File: src/rtl/hash_readback_if.sv
// Digest-in / byte-out bundle between hasher, readback FSM and I2C target.
interface hash_readback_if #(
  parameter int DEPTH = 4
);
  localparam int AW = $clog2(DEPTH + 1) + 1;

  logic          hash_valid;
  logic [31:0]   hash_data;
  logic          hash_ready;
  logic          tx_byte_req;
  logic          xfer_abort;
  logic [7:0]    tx_byte;
  logic          tx_byte_vld;
  logic          underflow;
  logic [AW-1:0] words_avail;

  modport slave (
    input  hash_valid, hash_data,
    input  tx_byte_req, xfer_abort,
    output hash_ready, tx_byte,
    output tx_byte_vld, underflow,
    output words_avail
  );

  modport master (
    output hash_valid, hash_data,
    output tx_byte_req, xfer_abort,
    input  hash_ready, tx_byte,
    input  tx_byte_vld, underflow,
    input  words_avail
  );
endinterface

File: src/rtl/hash_readback_fsm.sv
// Buffers FNV-1a digests and serves them byte-wise
// to the I2C target transmit path.
module hash_readback_fsm #(
  parameter int       DEPTH      = 4,
  parameter bit       MSB_FIRST  = 1'b1,
  parameter bit [7:0] EMPTY_BYTE = 8'hFF
) (
  input logic            clk,
  input logic            reset,
  hash_readback_if.slave bus
);
  localparam int PW   = $clog2(DEPTH);
  localparam int CNTW = $clog2(DEPTH + 1);
  localparam int AW   = CNTW + 1;

  typedef enum logic {
    IDLE,
    LOADED
  } state_e;

  state_e          state_q, state_d;
  logic [1:0]      idx_q, idx_d;
  logic [31:0]     word_q, word_d;
  logic [31:0]     mem_q [DEPTH];
  logic [PW-1:0]   wptr_q, rptr_q;
  logic [CNTW-1:0] count_q;
  logic [7:0]      tx_byte_q;
  logic            vld_q, uf_q;

  logic            push, pop, serve, uf_d;
  logic            full, nonempty, req;
  logic [7:0]      serve_byte;
  logic [31:0]     head;

  function automatic logic [7:0] sel(
    input logic [31:0] w,
    input logic [1:0]  i
  );
    logic [1:0] k;
    k = MSB_FIRST ? (2'd3 - i) : i;
    case (k)
      2'd0:    return w[7:0];
      2'd1:    return w[15:8];
      2'd2:    return w[23:16];
      default: return w[31:24];
    endcase
  endfunction

  assign full     = (count_q == CNTW'(DEPTH));
  assign nonempty = (count_q != '0);
  assign head     = mem_q[rptr_q];
  // a full FIFO refuses the push even if it pops
  assign push     = bus.hash_valid & ~full;
  // abort takes priority over a same-cycle read
  assign req      = bus.tx_byte_req & ~bus.xfer_abort;

  always_comb begin
    state_d    = state_q;
    idx_d      = idx_q;
    word_d     = word_q;
    pop        = 1'b0;
    serve      = 1'b0;
    uf_d       = 1'b0;
    serve_byte = 8'h00;
    case (state_q)
      IDLE: begin
        if (req) begin
          serve = 1'b1;
          if (nonempty) begin
            pop        = 1'b1;
            word_d     = head;
            serve_byte = sel(head, 2'd0);
            idx_d      = 2'd1;
            state_d    = LOADED;
          end else begin
            serve_byte = EMPTY_BYTE;
            uf_d       = 1'b1;
          end
        end else if (nonempty) begin
          pop     = 1'b1;
          word_d  = head;
          idx_d   = 2'd0;
          state_d = LOADED;
        end
      end
      LOADED: begin
        if (bus.xfer_abort) begin
          idx_d = 2'd0;
        end else if (bus.tx_byte_req) begin
          serve      = 1'b1;
          serve_byte = sel(word_q, idx_q);
          if (idx_q == 2'd3) begin
            idx_d = 2'd0;
            if (nonempty) begin
              pop    = 1'b1;
              word_d = head;
            end else begin
              state_d = IDLE;
            end
          end else begin
            idx_d = idx_q + 2'd1;
          end
        end
      end
      default: state_d = IDLE;
    endcase
  end

  always_ff @(posedge clk) begin
    if (reset) begin
      state_q   <= IDLE;
      idx_q     <= 2'd0;
      word_q    <= 32'h0;
      wptr_q    <= '0;
      rptr_q    <= '0;
      count_q   <= '0;
      tx_byte_q <= 8'h00;
      vld_q     <= 1'b0;
      uf_q      <= 1'b0;
    end else begin
      state_q <= state_d;
      idx_q   <= idx_d;
      word_q  <= word_d;
      vld_q   <= serve;
      uf_q    <= uf_d;
      if (serve)
        tx_byte_q <= serve_byte;
      if (push)
        wptr_q <= wptr_q + PW'(1);
      if (pop)
        rptr_q <= rptr_q + PW'(1);
      case ({push, pop})
        2'b10:   count_q <= count_q + CNTW'(1);
        2'b01:   count_q <= count_q - CNTW'(1);
        default: count_q <= count_q;
      endcase
    end
  end

  always_ff @(posedge clk) begin
    if (push)
      mem_q[wptr_q] <= bus.hash_data;
  end

  // reset masks outputs at once, cancelling a pending response
  assign bus.hash_ready  = ~reset & ~full;
  assign bus.tx_byte     = reset ? 8'h00 : tx_byte_q;
  assign bus.tx_byte_vld = ~reset & vld_q;
  assign bus.underflow   = ~reset & uf_q;
  assign bus.words_avail = reset ? '0 :
    AW'(count_q) + AW'(state_q == LOADED);
endmodule

File: src/flat_wrapper.sv
// flat-port wrapper written by rule: the top's interface ports become plain ports
module hash_readback_fsm_flat 
#(
  parameter int       DEPTH      = 4,
  parameter bit       MSB_FIRST  = 1'b1,
  parameter bit [7:0] EMPTY_BYTE = 8'hFF
)
  (clk, reset, bus_hash_valid, bus_hash_data, bus_tx_byte_req, bus_xfer_abort, bus_hash_ready, bus_tx_byte, bus_tx_byte_vld, bus_underflow, bus_words_avail);
  hash_readback_if #(.DEPTH(DEPTH)) bus_i ();
  input logic clk;
  input logic reset;
  input wire logic [$bits(bus_i.hash_valid)-1:0] bus_hash_valid;
  input wire logic [$bits(bus_i.hash_data)-1:0] bus_hash_data;
  input wire logic [$bits(bus_i.tx_byte_req)-1:0] bus_tx_byte_req;
  input wire logic [$bits(bus_i.xfer_abort)-1:0] bus_xfer_abort;
  output wire logic [$bits(bus_i.hash_ready)-1:0] bus_hash_ready;
  output wire logic [$bits(bus_i.tx_byte)-1:0] bus_tx_byte;
  output wire logic [$bits(bus_i.tx_byte_vld)-1:0] bus_tx_byte_vld;
  output wire logic [$bits(bus_i.underflow)-1:0] bus_underflow;
  output wire logic [$bits(bus_i.words_avail)-1:0] bus_words_avail;
  assign bus_i.hash_valid = bus_hash_valid;
  assign bus_i.hash_data = bus_hash_data;
  assign bus_i.tx_byte_req = bus_tx_byte_req;
  assign bus_i.xfer_abort = bus_xfer_abort;
  assign bus_hash_ready = bus_i.hash_ready;
  assign bus_tx_byte = bus_i.tx_byte;
  assign bus_tx_byte_vld = bus_i.tx_byte_vld;
  assign bus_underflow = bus_i.underflow;
  assign bus_words_avail = bus_i.words_avail;
  hash_readback_fsm #(.DEPTH(DEPTH), .MSB_FIRST(MSB_FIRST), .EMPTY_BYTE(EMPTY_BYTE)) u_core (.clk(clk), .reset(reset), .bus(bus_i));
endmodule
File: config.mk
export PLATFORM = sky130hd
export DESIGN_NAME = hash_readback_fsm_flat
export DESIGN_NICKNAME = d
export VERILOG_FILES = /design/src/rtl/hash_readback_if.sv /design/src/rtl/hash_readback_fsm.sv /design/src/flat_wrapper.sv
export SDC_FILE = /design/constraint.sdc
export NUM_CORES = 1
export LEC_CHECK = 0
export ABC_AREA = 1
export ABC_CLOCK_PERIOD_IN_PS = 2470
export CAP_MARGIN = 30
export CORE_ASPECT_RATIO = 0.8
export CORE_UTILIZATION = 46
export CTS_BUF_LIST = sky130_fd_sc_hd__clkbuf_4
export CTS_CLUSTER_SIZE = 14
export DETAILED_ROUTE_END_ITERATION = 16
export DONT_BUFFER_PORTS = 1
export GPL_ROUTABILITY_DRIVEN = 0
export RECOVER_POWER = 50
export SETUP_SLACK_MARGIN = 0.4
export SYNTH_ARGS = -nofsm -noshare
export SYNTH_HDL_FRONTEND = slang
export SYNTH_SLANG_ARGS = --single-unit
File: constraint.sdc
create_clock -name clk -period 2.47 [get_ports clk]
set_input_delay 0.494 -clock clk [delete_from_list [all_inputs] [get_ports clk]]
set_output_delay 0.494 -clock clk [all_outputs]
set_load 0.005 [all_outputs]
==> impl_metrics.ini, run 1 <==
[flow_run]
cap_viol_max_count = 0

[clock_tree]
cts-buffers-inserted = 17
htree_levels = 4
clock_path_buffers = 2
clk_pin_slew_ps = 140
cts_tree = yes
worstSkewPairLatency_ps = 580
root_buffer = clkbuf_4
cts.sinks = 182

[timing]
fin_setup_tns_ps = 0
finalMaxSlewViolations = 0
hold_viol_final = 0
relSlewSlack = 0.411
clock_skew_ps = 21.5
timing.final.crit_share = 0.849
hold-worst-slack_ps = 120
fin_crit_ps = 2100
setup_viol = 0
max_freq_mhz = 477
tightestPinTransition_ps = 884
rsz0062_at_grt = no

[floorplanning]
core_area_um2 = 15900
dieArea_um2 = 17000
initial_core_util = 0.475
io_pins = 52
die_w_um = 145
row_count = 41
die_h_um = 117

[global_routing]
grt_max_degree = 66
grt_usage = 0.201
antenna_found_initial = 0
grt_remaining_overflow = 0
grt_pass1_wl_mm = 25.6
grt_pass1_vias = 4948

[layout]
postLayoutCoreUtil = 0.538
diodes = 0
stdcell_area_um2 = 8560
drive_gt1_frac = 0.0865
finalNetCount = 857
area_delta_synth_final_pct = 13.3
n_fill_cell = 1411

[critical_path]
crit_arrival_ps = 2300
cp.required_ps = 2670
path_class = reg -> reg
worstSetupStartpointType = flip-flop
critPathCaptureType = flip-flop
cp_max_fo = 32

[synthesis]
netlist_area_um2 = 7560
synth_cell_types = 26
ys_seq_area_frac = 0.652
yosysTopAreaCellShare = 0.509
synth_edf_count = 128
syn_nets = 823
ys_dominant_reg_cell = edfxtp_1
yosys.area.top_type = edfxtp_1
synth_most_common_cell = nand2_1
synth_cells = 774
avgSynthCellArea_um2 = 9.77
yosysWarnings = 0
ys_ff_latch = 182
synth_area_leaders = edfxtp_1 51%, dfxtp_1 14%, nand2_1 8.1%, nor2_1 7.6%, inv_1 3.5%
synth_async_sr_flop_share = 0
synthTopCellsByCount = 164 x nand2_1, 153 x nor2_1, 128 x edfxtp_1

[placed_design]
dp_hpwl_mm = 9.50
port_buffers = 0
dpl_cell_area_um2 = 7780

[drt]
vias = 5130
ant_nets = 0
detail_route.first_pass.iterations = 5
drt_wl_total_mm = 16.1
drt_iter0_markers = 339
drt-vias-per-instance = 4.95
route.detailed.wl_per_inst_um = 15.6
drc = 0

[power_and_ir_drop]
power.total_w = 0.00947
p_leak_nw = 3.28
cellPowerDensity_nw_per_um2 = 1110
vdd_drop_max_mv = 0.536

[hold_path]
hold_path.class = in -> reg

[outcome]
outcome = completed
-- layout by cell type, fill, tap and decap left out, drive strengths merged, types with 2 or more instances in the layout --
cell / n
nand2: 165
buf: 18
dfxtp: 54
dlygate4sd3: 33
inv: 76
clkbuf: 20
nor2: 153
edfxtp: 128
clkinv: 8
o21ai: 57
ha: 11
o22ai: 24
a21oi: 42
bufinv: 5
nor3: 2
nand3: 22
-- kinds of logic after synthesis --
group / share of synthesized area
simple gates: 0.176
fa+ha+maj: 0.0209
compound gates: 0.0867
xor+xnor: 0.00116
buf+inv: 0.0641
flops: 0.652
-- per-stage QoR --
stage	setup WS, ps	cells
3_5_place_dp	375	963
5_1_grt	215	1036
3_3_place_gp	435	963
4_1_cts	410	1030
2_1_floorplan	-76.2	774
6_report	372	1036
-- sequential cells by signal, summed over array words and instances, names as in the netlist, named ones only --
signal / cells
u_core.mem_q: 128
u_core.rptr_q: 2
u_core.idx_q: 2
u_core.word_q: 32
u_core.count_q: 3
u_core.state_q: 1
u_core.vld_q: 1
u_core.tx_byte_q: 8
u_core.uf_q: 1
u_core.wptr_q: 2
-- report_power, final --
part           leakage (nW)  internal [W]  total, W  switching (W)
Combinational          1.47       0.00110   0.00330        0.00221
Clock                 0.188      0.000927   0.00192       0.000998
Sequential             1.62       0.00388   0.00424       0.000356
-- what timing repair did --
item	in CTS	in global routing
hold buffers	33	0
cloned	0	0
gates resized for setup	10	8
setup endpoints to repair	3	8
endpoints found under the hold margin	142	0
pin swaps	1	6
buffers inserted	2	6
-- per-layer routing --
layer	global-route usage	routed length [um]	share of wire
met1	0.264	7620	0.47
met2	0.325	7370	0.46
met3	0.0535	912	0.057
met4	0.0709	235	0.015
met5	0	0	0
-- critical path: stages, from the launching register on --
cell and delay (ps):
dfxtp_1 530, inv_1 140, nand3_1 150, nand2_4 100, nor2_2 90, buf_2 690
-- path summary, 6_finish.rpt --
| path | startpoint | end | slack (ps) | cells past startpoint |
|---|---|---|---|---|
| setup reg to reg | u_core.count_q[1]$_SDFFE_PP0P_ | u_core.mem_q[2][7]$_DFFE_PP_ | 370 | 5 |
| setup / recovery | u_core.count_q[1]$_SDFFE_PP0P_ | u_core.mem_q[2][7]$_DFFE_PP_ | 370 | 5 |
| hold / removal | bus_tx_byte_req | u_core.vld_q$_SDFF_PP0_ | 120 | 2 |
| hold reg to reg | u_core.word_q[14]$_SDFFE_PP0P_ | u_core.word_q[14]$_SDFFE_PP0P_ | 530 | 4 |
-- cell type report --
| cell class | count | area, um2 | share of cell area |
|---|---|---|---|
| flip-flops and latches | 182 | 4940 | 0.577 |
| well taps | 215 | 269 | 0.0314 |
| clock buffers | 19 | 143 | 0.0167 |
| multi-input cells | 479 | 2210 | 0.258 |
| repair buffers | 52 | 504 | 0.0589 |
| clock inverters | 13 | 204 | 0.0238 |
| inverters | 76 | 290 | 0.0339 |
(Power assumes the default switching activity.)
==> run 2: changes to the inputs <==
--- a/config.mk
+++ b/config.mk
@@ -6,7 +6,7 @@
 export NUM_CORES = 1
 export LEC_CHECK = 0
 export ABC_AREA = 1
-export ABC_CLOCK_PERIOD_IN_PS = 2470
+export ABC_CLOCK_PERIOD_IN_PS = 2000
 export CAP_MARGIN = 30
 export CORE_ASPECT_RATIO = 0.8
 export CORE_UTILIZATION = 46
==> constraint.sdc (replaced) <==
create_clock -name clk -period 2 [get_ports clk]
set_input_delay 0.4 -clock clk [delete_from_list [all_inputs] [get_ports clk]]
set_output_delay 0.4 -clock clk [all_outputs]
set_load 0.005 [all_outputs]
==> run 2 against run 1 <==
  * Routed wire length up 4.6%
  * Non-clock buffer count up 24
  * Power up 26%
  * Critical path depth unchanged
  * Combinational power up 47%
==> impl_metrics.ini, run 2 (synthesis gave the netlist of run 1 again) <==
[outcome]
outcome = completed

[layout]
largest_reg_flops = 128
seqCellArea_um2 = 4940
finalNetCount = 881
final_common_cell = nand2_1
diodes = 0
area_delta_synth_final_pct = 17.7
reg.largest.list = u_core.mem_q (128), u_core.word_q (32), u_core.tx_byte_q (8)
stdcell_area_um2 = 8890
multiInputGateArea_um2 = 2380
n_fill_cell = 1399
layout_common_cells = 164 x nand2_1, 136 x nor2_1, 128 x edfxtp_1
top_register = u_core.mem_q
drive_gt1_frac = 0.160

[drt]
drt_iter0_markers = 289
ant_nets = 0
drt-vias-per-instance = 5.03
route.detailed.wl_per_inst_um = 15.9
drc = 0
drt_wl_total_mm = 16.9
detail_route.first_pass.iterations = 5
vias = 5336

[clock_tree]
clock_path_buffers = 2
cts-buffers-inserted = 17
clk_pin_slew_ps = 140
htree_levels = 4
root_buffer = clkbuf_4
cts.sinks = 182
worstSkewPairLatency_ps = 590
cts_tree = yes

[placed_design]
dp_hpwl_mm = 9.89
dpl_cell_area_um2 = 7870
port_buffers = 0
post-place-ws_ps = 103

[timing]
tightestPinTransition_ps = 632
setup_viol = 0
max_freq_mhz = 507
clock_skew_ps = 25.5
setup_slack_ps = 28.0
finalMaxSlewViolations = 0
rsz0062_at_grt = yes
fin_crit_ps = 1970
relSlewSlack = 0.577
timing.final.crit_share = 0.986
hold_viol_final = 0

[critical_path]
cp_max_fo = 2
cp.required_ps = 1600
worst-path-buf-inv = 2
critPathCaptureType = output port
cpPeakStageDelay_ps = 350
crit_family = adder cells
rr_startpoint = u_core.count_q[2]$_SDFFE_PP0P_
cp_slowest_cell = dfxtp_2
worstSetupStartpointType = flip-flop
reg2reg_depth = 6
crit_arrival_ps = 1570
path_class = reg -> out
crit_chain = buf_6 > ha_4 > ha_4 > inv_2 > nor2_4
r2r-end = u_core.mem_q[3][10]$_DFFE_PP_
cpMostUsedCell = ha_4
rrSetupSlack_ps = 60

[power_and_ir_drop]
p_comb_frac = 0.406
p_clk_frac = 0.158
swShare = 0.399
power_frac_seq = 0.435
p_leak_nw = 3.36
vdd_drop_max_mv = 0.725
power.total_w = 0.0119
switching_power_w = 0.00475
internal_power_w = 0.00715
cellPowerDensity_nw_per_um2 = 1340

[floorplanning]
dieArea_um2 = 17000
die_h_um = 117
core_area_um2 = 15900
io_pins = 52
die_w_um = 145
row_count = 41
initial_core_util = 0.475

[hold_path]
holdPathStages = 5
hold_path.class = in -> reg
holdPathEnd = u_core.idx_q[1]$_SDFFE_PP0P_
min_from = bus_xfer_abort

[global_routing]
antenna_found_initial = 0
grt_usage = 0.206
grt_remaining_overflow = 0
grt_pass1_vias = 5028
grt_pass1_wl_mm = 26.2
grt_max_degree = 66

[flow_run]
cap_viol_max_count = 0
run 2: cell count changes in the layout (fill, tap and decap cells not counted), moves of 5 or more:
cell	delta
a21oi_2	+13
inv_1	-7
a21oi_1	-13
bufinv_16	-5
nor2_2	+8
buf_6	+11
nor2_1	-13
buf_4	+10
nor2_4	+5
run 2: worst reg2reg max path, stage by stage, from the launching register on:
cell and delay [ps]:
dfxtp_4 390, clkbuf_2 140, nand3_1 90, nand2_1 130, clkbuf_1 300, nor2_1 260, buf_4 350
run 2: cell type report:
type                            instances  area share
Inverter                               76      0.0349
Clock buffer                           19      0.0160
Multi-Input combinational cell        479       0.268
Clock inverter                         13      0.0132
Timing Repair Buffer                   76      0.0822
Tap cell                              215      0.0302
Sequential cell                       182       0.555
run 2: how the worst max path moves through the flow:
stage	cells past startpoint	start	slack [ps]	endpoint
global placement	13	bus_xfer_abort	150	u_core.count_q[2]$_SDFFE_PP0P_
finish	5	u_core.state_q$_SDFF_PP0_	30	bus_words_avail[1]
floorplan	14	u_core.idx_q[1]$_SDFFE_PP0P_	20	u_core.count_q[2]$_SDFFE_PP0P_
CTS	5	u_core.state_q$_SDFF_PP0_	-50	bus_words_avail[1]
detailed placement	13	u_core.idx_q[0]$_SDFFE_PP0P_	100	u_core.count_q[2]$_SDFFE_PP0P_
global route	5	u_core.state_q$_SDFF_PP0_	-70	bus_words_avail[1]
run 2: repair_timing:
action                                  in CTS  in global routing
resized for setup                           37                 45
hold buffers                                33                  0
gates cloned                                 0                  1
pin swaps                                    8                 41
setup buffers                               10                 12
hold endpoints to repair                   142                  0
endpoints found under the setup margin     122                115
run 2: power groups by stage:
stage          Clock (W)  Combinational [W]  Sequential [W]
2_1_floorplan          0            0.00320         0.00513
3_3_place_gp           0            0.00400         0.00519
3_5_place_dp           0            0.00405         0.00522
4_1_cts          0.00194            0.00446         0.00516
5_1_grt          0.00209            0.00543         0.00525
6_report         0.00188            0.00484         0.00518
run 2: through the flow:
stage	hold slack, ps	std cells	TNS [ps]	utilization
5_1_grt	116	1060	-1300	0.559
6_report	149	1060	0	0.559
3_3_place_gp	467	972	0	0.495
3_5_place_dp	469	972	0	0.495
2_1_floorplan	459	774	0	-
4_1_cts	73.8	1047	-51.7	0.546
run 2: routing by layer:
layer / global-route usage / wire (um)
met1: 0.269 / 7950
met2: 0.339 / 7870
met3: 0.0461 / 730
met4: 0.0814 / 318
met5: 0 / 0
==> run 3: changes to the inputs <==
--- a/config.mk
+++ b/config.mk
@@ -6,7 +6,7 @@
 export NUM_CORES = 1
 export LEC_CHECK = 0
 export ABC_AREA = 1
-export ABC_CLOCK_PERIOD_IN_PS = 2000
+export ABC_CLOCK_PERIOD_IN_PS = 2500
 export CAP_MARGIN = 30
 export CORE_ASPECT_RATIO = 0.8
 export CORE_UTILIZATION = 46
@@ -15,6 +15,7 @@
 export DETAILED_ROUTE_END_ITERATION = 16
 export DONT_BUFFER_PORTS = 1
 export GPL_ROUTABILITY_DRIVEN = 0
+export PLACE_DENSITY = 0.68
 export RECOVER_POWER = 50
 export SETUP_SLACK_MARGIN = 0.4
 export SYNTH_ARGS = -nofsm -noshare
==> constraint.sdc (replaced) <==
create_clock -name clk -period 2.5 [get_ports clk]
set_input_delay 0.5 -clock clk [delete_from_list [all_inputs] [get_ports clk]]
set_output_delay 0.5 -clock clk [all_outputs]
set_load 0.005 [all_outputs]
==> run 3 against run 2 <==
  * Utilization decreased by 2.8 points
  * Final cell count decreased by 2.7%
  * Via count decreased by 6.1%
  * First-iteration DRC count increased by 19%
  * Routed wire length decreased by 8.9%
==> impl_metrics.ini, run 3 (synthesis gave the netlist of run 1 again) <==
[timing]
relSlewSlack = 0.559
clock_skew_ps = 23.0
finalMaxSlewViolations = 0
setup_viol = 0
hold-worst-slack_ps = 131
hold_viol_final = 0
tightestPinTransition_ps = 662
rsz0062_at_grt = yes
timing.final.crit_share = 0.866
fin_crit_ps = 2160
max_freq_mhz = 462
fin_setup_tns_ps = 0

[critical_path]
worstSetupStartpointType = flip-flop
worst-path-buf-inv = 4
crit_arrival_ps = 2390
critPathCaptureType = flip-flop
cp_max_fo = 32
startpoint = u_core.count_q[0]$_SDFFE_PP0P_
rr_startpoint = u_core.count_q[0]$_SDFFE_PP0P_
crit_chain = buf_4 > inv_1 > nand3_1 > nand2_1 > clkbuf_1 > nor2_4 > clkbuf_4
cp.required_ps = 2730
cpPeakStageDelay_ps = 520
path_class = reg -> reg
cp_slowest_cell = clkbuf_4
crit_family = buffers and inverters

[layout]
final_common_cell = nand2_1
reg.largest.list = u_core.mem_q (128), u_core.word_q (32), u_core.tx_byte_q (8)
largest_reg_flops = 128
stdcell_area_um2 = 8450
area_delta_synth_final_pct = 11.8
seqCellArea_um2 = 4930
n_fill_cell = 1471
postLayoutCoreUtil = 0.532
drive_gt1_frac = 0.0784
finalNetCount = 852
layout_common_cells = 164 x nand2_1, 149 x nor2_1, 128 x edfxtp_1
multiInputGateArea_um2 = 2230
top_register = u_core.mem_q
diodes = 0

[power_and_ir_drop]
cellPowerDensity_nw_per_um2 = 1060
p_leak_nw = 3.21
p_clk_frac = 0.174
swShare = 0.394
internal_power_w = 0.00541
p_comb_frac = 0.365
switching_power_w = 0.00352
power_frac_seq = 0.461
vdd_drop_max_mv = 0.531

[drt]
drt-vias-per-instance = 4.86
detail_route.first_pass.iterations = 5
ant_nets = 0
drt_wl_total_mm = 15.4
drc = 0
vias = 5013
route.detailed.wl_per_inst_um = 14.9
drt_iter0_markers = 345

[floorplanning]
io_pins = 52
dieArea_um2 = 17000
core_area_um2 = 15900
die_w_um = 145
initial_core_util = 0.475
die_h_um = 117
row_count = 41

[hold_path]
hold_path.class = in -> reg
min_from = bus_tx_byte_req

[clock_tree]
cts-buffers-inserted = 17
worstSkewPairLatency_ps = 590
cts.sinks = 182
cts_tree = yes
clock_path_buffers = 2
htree_levels = 4
clk_pin_slew_ps = 140
root_buffer = clkbuf_4

[global_routing]
grt_max_degree = 66
grt_usage = 0.196
grt_pass1_wl_mm = 25.0
antenna_found_initial = 0
grt_pass1_vias = 4828
grt_remaining_overflow = 0

[placed_design]
dpl_cell_area_um2 = 7820
dp_hpwl_mm = 8.99
port_buffers = 0

[flow_run]
cap_viol_max_count = 0

[outcome]
outcome = completed
run 3: cell types whose count changed in the layout (fill, tap and decap cells not counted), sizes merged:
cell	previous run	this run
clkinv	8	9
buf	37	10
clkbuf	25	21
inv	78	80
clkinvlp	3	1
bufinv	0	1
run 3: layer usage:
metal  global-route usage  part of all wire  vias up
li1                     -                 -     2606
met5                    0                 0        -
met1                0.269              0.50     2287
met4               0.0611             0.010        0
met2                0.312              0.44      109
met3               0.0473             0.056       11
run 3: power groups by stage:
stage | Clock [W] | Sequential, W | Combinational [W]
detailed placement | 0 | 0.00418 | 0.00317
global route | 0.00171 | 0.00418 | 0.00377
finish | 0.00155 | 0.00412 | 0.00326
floorplan | 0 | 0.00411 | 0.00251
CTS | 0.00160 | 0.00411 | 0.00330
global placement | 0 | 0.00417 | 0.00313
run 3: layout make-up:
class	count	share of cell area
Inverter	76	0.0343
Multi-Input combinational cell	479	0.263
Clock inverter	15	0.0175
Tap cell	215	0.0318
Timing Repair Buffer	47	0.0540
Clock buffer	17	0.0151
Sequential cell	182	0.584
run 3: path summary, 6_finish.rpt:
check,slack [ps],cells after the start,endpoint
min reg2reg,520,2,u_core.rptr_q[1]$_SDFFE_PP0N_
max,340,7,u_core.mem_q[0][12]$_DFFE_PP_
max reg2reg,340,7,u_core.mem_q[0][12]$_DFFE_PP_
min,130,2,u_core.vld_q$_SDFF_PP0_
run 3: per-stage QoR:
| step | total power (W) | worst slack, ps | cells |
|---|---|---|---|
| after floorplan | 0.00661 | -46.2 | 774 |
| after global placement | 0.00730 | 449 | 963 |
| after detailed placement | 0.00734 | 400 | 963 |
| after CTS | 0.00900 | 418 | 1030 |
| after global routing | 0.00965 | 191 | 1031 |
| final | 0.00893 | 336 | 1031 |
run 3: what timing repair did:
item / in CTS / in global routing
setup endpoints to repair: 3 / 3
setup buffers: 2 / 1
resized for setup: 8 / 10
hold buffers: 33 / 0
pin swaps: 1 / 3
hold endpoints to repair: 142 / 0
